## config.mk

```make
export PLATFORM = sky130hd
export DESIGN_NAME = io_event_capture
export DESIGN_NICKNAME = d
export VERILOG_FILES = /design/src/rtl/reduceron_io_pkg.sv /design/src/rtl/event_fifo.sv /design/src/rtl/io_event_capture.sv
export SDC_FILE = /design/constraint.sdc
export NUM_CORES = 1
export LEC_CHECK = 0
export BUFFER_PORTS_ARGS = -buffer_cell sky130_fd_sc_hd__buf_2
export CORE_ASPECT_RATIO = 0.9
export CORE_MARGIN = 1
export CORE_UTILIZATION = 64
export DETAILED_ROUTE_END_ITERATION = 7
export GPL_ROUTABILITY_DRIVEN = 0
export PLACE_DENSITY = 0.82
export SYNTH_ARGS = -nofsm -noshare
export SYNTH_HDL_FRONTEND = slang
export SYNTH_SLANG_ARGS = --single-unit
```

## constraint.sdc

```tcl
create_clock -name clock -period 20.2 [get_ports clock]
set_clock_uncertainty 0.15 [all_clocks]
set_input_delay 3.03 -clock clock [delete_from_list [all_inputs] [get_ports clock]]
set_output_delay 3.03 -clock clock [all_outputs]
set_load 0.01 [all_outputs]
```

## src/rtl/reduceron_io_pkg.sv

```systemverilog
// Event-kind codes, capture FSM states and record-width helper shared by the capture block.
// No logic; constants and types only.
// Backpressure: n/a.
package reduceron_io_pkg;

    localparam logic [2:0] EV_IO       = 3'd0;
    localparam logic [2:0] EV_GC_START = 3'd1;
    localparam logic [2:0] EV_GC_END   = 3'd2;
    localparam logic [2:0] EV_HEAP     = 3'd3;
    localparam logic [2:0] EV_FINISH   = 3'd7;

    typedef enum logic [1:0] {
        ST_RUN,
        ST_DRAIN,
        ST_FINAL,
        ST_DONE
    } state_t;

    // Record layout, MSB first: kind[2:0], cycle, payload, aux.
    function automatic int rec_w(input int cyc_w, input int pay_w, input int aux_w);
        return 3 + cyc_w + pay_w + aux_w;
    endfunction

endpackage

```

## src/rtl/event_fifo.sv

```systemverilog
// Generic synchronous FIFO with full/empty flags; push and pop may share a cycle even when full.
// Latency: a pushed word is visible at the head one cycle later.
// Backpressure: push while full (without pop) and pop while empty are ignored.
module event_fifo #(
    parameter int W     = 8,
    parameter int DEPTH = 16
) (
    input  logic         clock,
    input  logic         reset,
    input  logic         push,
    input  logic [W-1:0] push_dat,
    input  logic         pop,
    output logic [W-1:0] head_dat,
    output logic         full,
    output logic         empty
);
    localparam int AW = $clog2(DEPTH);
    localparam logic [AW:0] FULL_CNT = (AW+1)'(DEPTH);

    logic [W-1:0]  mem [DEPTH];
    logic [AW-1:0] wr_ptr;
    logic [AW-1:0] rd_ptr;
    logic [AW:0]   cnt;
    logic          push_ok;
    logic          pop_ok;

    assign full     = (cnt == FULL_CNT);
    assign empty    = (cnt == '0);
    assign head_dat = mem[rd_ptr];
    assign pop_ok   = pop & ~empty;
    assign push_ok  = push & (~full | pop_ok);

    always_ff @(posedge clock) begin
        if (push_ok) mem[wr_ptr] <= push_dat;
    end

    always_ff @(posedge clock) begin
        if (reset) begin
            wr_ptr <= '0;
            rd_ptr <= '0;
            cnt    <= '0;
        end else begin
            if (push_ok) wr_ptr <= wr_ptr + AW'(1);
            if (pop_ok)  rd_ptr <= rd_ptr + AW'(1);
            case ({push_ok, pop_ok})
                2'b10:   cnt <= cnt + (AW+1)'(1);
                2'b01:   cnt <= cnt - (AW+1)'(1);
                default: cnt <= cnt;
            endcase
        end
    end

endmodule

```

## src/rtl/io_event_capture.sv

```systemverilog
// Timestamps core IO/GC (and heap, with HEAP_TRACE_EN) events into a FIFO, ends with a finish record.
// Latency: an event is presented on ev_valid one cycle after it is sampled.
// Backpressure: ev_ready stalls the FIFO; full FIFO drops IO, GC edges wait in a one-entry slot.
module io_event_capture
    import reduceron_io_pkg::*;
#(
    parameter int ADDR_W = 14,
    parameter int DATA_W = 14,
    parameter int RES_W  = 17,
    parameter int TAG_W  = 3,
    parameter int HEAP_W = 14,
    parameter int CYC_W  = 24,
    parameter int PAY_W  = 24,
    parameter int DEPTH  = 16
) (
    input  logic              clock,
    input  logic              reset,
    input  logic              iowrite,
    input  logic [ADDR_W-1:0] ioaddr,
    input  logic [DATA_W-1:0] iowd,
    input  logic [RES_W-1:0]  result,
    input  logic              gc,
    input  logic [HEAP_W-1:0] heap,
    input  logic              finish,
    output logic              ev_valid,
    input  logic              ev_ready,
    output logic [2:0]        ev_kind,
    output logic [CYC_W-1:0]  ev_cycle,
    output logic [PAY_W-1:0]  ev_payload,
    output logic [ADDR_W-1:0] ev_aux,
    output logic [15:0]       drop_cnt,
    output logic              done
);
    typedef struct packed {
        logic [2:0]        kind;
        logic [CYC_W-1:0]  cyc;
        logic [PAY_W-1:0]  pay;
        logic [ADDR_W-1:0] aux;
    } rec_t;

    localparam int REC_W = rec_w(CYC_W, PAY_W, ADDR_W);

    state_t            state;
    logic [CYC_W-1:0]  cyc, gc_dur, fin_cyc;
    logic              gc_q, pend_vld, done_q;
    logic [RES_W-1:0]  res_q;
    logic [15:0]       drop_q;
    rec_t              pend_rec, io_rec, gc_rec, push_rec, head_rec, fin_rec, out_rec;
    logic [REC_W-1:0]  push_dat, head_dat;
    logic              run, io_ev, gc_ev, push, pop, can_push;
    logic              fifo_full, fifo_empty, pend_push, pend_load;
    logic [1:0]        drop_inc;
    logic [16:0]       drop_sum;

    assign run      = (state == ST_RUN);
    assign io_ev    = run & iowrite;
    assign gc_ev    = run & (gc ^ gc_q);
    assign pop      = ev_ready & ~fifo_empty;
    assign can_push = ~fifo_full | pop;
    assign drop_sum = {1'b0, drop_q} + {15'd0, drop_inc};

    assign io_rec  = '{kind: EV_IO, cyc: cyc, pay: PAY_W'(iowd), aux: ioaddr};
    assign gc_rec  = '{kind: gc ? EV_GC_START : EV_GC_END, cyc: cyc,
                       pay: gc ? '0 : PAY_W'(gc_dur), aux: '0};
    assign fin_rec = '{kind: EV_FINISH, cyc: fin_cyc, pay: PAY_W'(res_q >> TAG_W),
                       aux: ADDR_W'(res_q[TAG_W-1:0])};

`ifdef HEAP_TRACE_EN
    logic [HEAP_W-1:0] last_heap;
    logic              heap_ev, heap_push;
    rec_t              heap_rec;

    assign heap_ev  = run & (heap != last_heap);
    assign heap_rec = '{kind: EV_HEAP, cyc: cyc, pay: PAY_W'(heap), aux: '0};

    // Only the value at push time is recorded, so intermediate changes coalesce.
    always_ff @(posedge clock) begin
        if (reset)          last_heap <= '0;
        else if (heap_push) last_heap <= heap;
    end
`else
    logic unused_heap;
    assign unused_heap = ^heap;
`endif

    // One push per cycle: IO, then the pending GC slot, then a fresh GC edge, then heap.
    always_comb begin
        push      = 1'b0;
        push_rec  = io_rec;
        pend_push = 1'b0;
        pend_load = 1'b0;
        drop_inc  = 2'd0;
`ifdef HEAP_TRACE_EN
        heap_push = 1'b0;
`endif
        if (io_ev) begin
            if (can_push) push = 1'b1;
            else          drop_inc = drop_inc + 2'd1;
            if (gc_ev) begin
                if (pend_vld) drop_inc = drop_inc + 2'd1;
                else          pend_load = 1'b1;
            end
        end else if (pend_vld) begin
            if (can_push) begin
                push      = 1'b1;
                push_rec  = pend_rec;
                pend_push = 1'b1;
            end
            if (gc_ev) drop_inc = drop_inc + 2'd1;
        end else if (gc_ev) begin
            if (can_push) begin
                push     = 1'b1;
                push_rec = gc_rec;
            end else begin
                pend_load = 1'b1;
            end
        end
`ifdef HEAP_TRACE_EN
        else if (heap_ev && can_push) begin
            push      = 1'b1;
            push_rec  = heap_rec;
            heap_push = 1'b1;
        end
`endif
    end

    assign push_dat = push_rec;
    assign head_rec = head_dat;

    event_fifo #(.W(REC_W), .DEPTH(DEPTH)) u_fifo (
        .clock    (clock),
        .reset    (reset),
        .push     (push),
        .push_dat (push_dat),
        .pop      (pop),
        .head_dat (head_dat),
        .full     (fifo_full),
        .empty    (fifo_empty)
    );

    always_ff @(posedge clock) begin
        if (reset) begin
            state    <= ST_RUN;
            cyc      <= '0;
            gc_dur   <= '0;
            gc_q     <= 1'b0;
            pend_vld <= 1'b0;
            pend_rec <= '0;
            drop_q   <= '0;
            res_q    <= '0;
            fin_cyc  <= '0;
            done_q   <= 1'b0;
        end else begin
            gc_q <= gc;
            if (state != ST_DONE && cyc != '1) cyc <= cyc + CYC_W'(1);
            // Counts the rising-edge cycle itself, so a 10-cycle window reports 10.
            if (gc && !gc_q)                gc_dur <= CYC_W'(1);
            else if (gc && gc_dur != '1)    gc_dur <= gc_dur + CYC_W'(1);
            if (pend_load) begin
                pend_vld <= 1'b1;
                pend_rec <= gc_rec;
            end else if (pend_push) begin
                pend_vld <= 1'b0;
            end
            drop_q <= drop_sum[16] ? 16'hffff : drop_sum[15:0];
            case (state)
                ST_RUN: if (finish) begin
                    state   <= ST_DRAIN;
                    res_q   <= result;
                    fin_cyc <= cyc;
                end
                ST_DRAIN: if (fifo_empty && !pend_vld) state <= ST_FINAL;
                ST_FINAL: if (ev_ready) begin
                    state  <= ST_DONE;
                    done_q <= 1'b1;
                end
                default: state <= ST_DONE;
            endcase
        end
    end

    always_comb begin
        out_rec = '0;
        if (state == ST_FINAL)  out_rec = fin_rec;
        else if (!fifo_empty)   out_rec = head_rec;
    end

    assign ev_valid   = ~fifo_empty | (state == ST_FINAL);
    assign ev_kind    = out_rec.kind;
    assign ev_cycle   = out_rec.cyc;
    assign ev_payload = out_rec.pay;
    assign ev_aux     = out_rec.aux;
    assign drop_cnt   = drop_q;
    assign done       = done_q;

endmodule
```

==> impl_metrics.ini <==
[critical_path]
crit_type = flip-flop to output port
crit_chain = buf_4 > buf_4 > mux4_2 > nor2b_1 > a211oi_1 > o31ai_1 > buf_2
path_common_cell = buf_4
crit_path_top_delay_cell = dfxtp_4
end_kind = output port
crit_path_start_kind = flip-flop
rr_startpoint = u_fifo.cnt[1]
worstPathRequired_ps = 17020
worst_path_largest_cell_delay_ps = 1030
r2r_slack_ps = 15030
crit_fanout = 77
arrival_ps = 5570

[cts]
clock_latency_ps = 700
cts_resized = 0
cts_made_buffers = 111
h-tree-depth = 3
clk_pin_slew_ps = 60
cts_setup_buffers = 0
cts_tree = done
cts_hold_buf = 0
cts.sinks = 1201
cts_root_buf = clkbuf_16
clock_path_buffers = 3

[cells_and_area]
regArea_sq_um = 34300
fin_util_pct = 72.5
syn_to_final_growth_pct = 11.6
drive_gt1_share_pct = 19.7
multi_input_area_sq_um = 12700
design_area_sq_um = 53300
fill_cells = 4078
fin_nets = 3110

[detailed_routing]
wl_per_cell_um = 29.6
drtPass1Iterations = 6
drc = 0
vias = 28324
wirelength_um = 121000
via_per_inst = 6.93
drt_iter0_drc = 3881
drtAntennaViolNets = 0

[sta]
setup_slack_ps = 11450
worst_slew_pin_slew_ps = 1230
hold_viol = 0
fin_setup_tns_ps = 0
hold_slack_ps = 308
fmax_ghz = 0.114
maxSlewViolCount = 0
relSlewSlack_pct = 17.7
rsz0062_at_grt = false
fin_crit_ps = 8750
setup_viol = 0
finalCritPeriodShare_pct = 43.3

[placed_design]
pre_cts_ws_ps = 12360
place_area_sq_um = 49400
port_buffers = 133
hpwl_um = 61300

[grt]
antenna_found_initial = 4
grt_usage_pct = 31.9
globalRouteOverflowTotal = 0
grt_pass1_vias = 28388
grt_max_degree = 112
grt_pass1_wl_um = 177000

[pwr]
leakagePower_nw = 17.1
worst_ir_drop_vdd_uv = 121
power-per-cell-area_nw_per_um2 = 130

[synth]
synth_warnings = 0
synth-async-reset-ratio_pct = 0
syn_avg_cell_area_sq_um = 16.4
synth_nets = 2992
postSynthCellCount = 2911
yosysUniqueCellTypes = 70
synthesis.area_sq_um = 47700
yosysSeqAreaShare_pct = 71.8
synth.ff_latch_count = 1201
synth_edf_count = 1024
dominantRegCellSynth = edfxtp_1

[floorplan]
die_width_um = 290
rows = 94
initial_core_util_pct = 64.9
core_sq_um = 73500
dieArea_sq_um = 75700
ios = 148
fp.dieH_um = 261

[worst_hold_path]
min_path_type = flip-flop to flip-flop
hold_start = fin_cyc[11]

[run_status]
outcome = finished, final reports clean

[run]
maxCapViolations = 0
cell type report:
cell class              count  share of cell area (%)
diodes                      2                 0.00940
clock buffers             135                    5.64
clock inverters            75                    1.55
inverters                  36                   0.254
multi-input cells        1486                    23.8
flip-flops and latches   1201                    64.4
well taps                 960                    2.26
repair buffers            193                    2.12
worst paths after layout:
kind	endpoint	depth (start not counted)
setup / recovery	ev_cycle[22]	7
setup reg to reg	drop_cnt[6]	15
hold reg to reg	fin_cyc[11]	2
hold / removal	fin_cyc[11]	2
registers in the layout, summed over array words and instances (netlist names), named ones only:
name,count
gc_q,1
drop_cnt,16
u_fifo.cnt,5
u_fifo.wr_ptr,4
res_q,17
state,2
u_fifo.mem,1024
fin_cyc,24
cyc,24
gc_dur,24
pend_vld,1
done,1
u_fifo.rd_ptr,4
pend_rec,50
cell families after synthesis:
family	synth area share [%]
mux	12.4
fa+ha+maj	0.435
buf+inv	1.97
flops	71.8
simple gates	6.39
xor+xnor	0.991
compound gates	6.01
synthesized netlist by cell type (all sizes together), types with 15 or more instances:
| cell type | instances | area share [%] |
|---|---|---|
| a211oi | 80 | 1.3 |
| a21oi | 132 | 1.4 |
| a221oi | 16 | 0.29 |
| a22oi | 67 | 1.1 |
| a32oi | 17 | 0.33 |
| and2 | 23 | 0.30 |
| buf | 65 | 0.72 |
| clkbuf | 123 | 0.97 |
| dfxtp | 177 | 7.4 |
| edfxtp | 1024 | 64 |
| ha | 15 | 0.39 |
| inv | 36 | 0.28 |
| mux2i | 166 | 3.5 |
| mux4 | 188 | 8.9 |
| nand2 | 306 | 2.4 |
| nand3 | 22 | 0.24 |
| nand3b | 20 | 0.31 |
| nand4 | 26 | 0.37 |
| nor2 | 89 | 0.70 |
| nor2b | 55 | 0.72 |
| nor3 | 23 | 0.29 |
| o21ai | 40 | 0.42 |
| o22ai | 25 | 0.33 |
| o31ai | 28 | 0.44 |
| xnor2 | 35 | 0.64 |
| xor2 | 19 | 0.35 |
layout by cell type (no fill, tap or decap), drive strengths merged, types with 9 or more instances in the layout:
cell type	count
nor3	23
edfxtp	1024
xor2	19
dfxtp	177
buf	193
mux2i	166
a21o	9
bufinv	14
a22oi	67
o22ai	25
and4	9
inv	47
a32oi	17
nor2b	55
and3	10
nand4	26
o31ai	28
or3	11
clkinvlp	9
a211oi	80
clkinv	41
ha	15
nand3	22
nand2	306
o21ai	40
mux4	188
a221oi	16
nor2	89
xnor2	35
clkbuf	135
and2	23
a21oi	132
nand3b	20
worst max-delay path, delay by kind of cell (launching register included):
| kind | cells | cell delay [ps] |
|---|---|---|
| flip-flops | 1 | 1030 |
| multiplexers | 1 | 370 |
| AND/OR/NAND/NOR | 1 | 160 |
| AO/OA/AOI/OAI | 2 | 880 |
| buffers and inverters | 3 | 2260 |
metal layers:
metal / track usage, % / routed length [um] / up-vias
met2: 51.6 / 58000 / 2092
met4: 16.7 / 6460 / 2
met3: 6.03 / 13500 / 399
met1: 41.9 / 43200 / 14202
li1: - / - / 11629
met5: 0 / 12 / -
per-stage QoR:
stage,instances,total power [mW]
2_1_floorplan,2911,4.17
3_3_place_gp,3876,4.67
3_5_place_dp,3876,4.75
4_1_cts,4086,6.92
5_1_grt,4087,7.12
6_report,4088,6.92
report_power, final:
group / total (mW) / leakage (nW) / switching [mW] / internal, mW
logic: 1.66 / 4.17 / 1.03 / 0.630
registers: 3.07 / 11.1 / 0.110 / 2.96
clock network: 2.18 / 1.86 / 0.936 / 1.25
(Power assumes the default switching activity.)
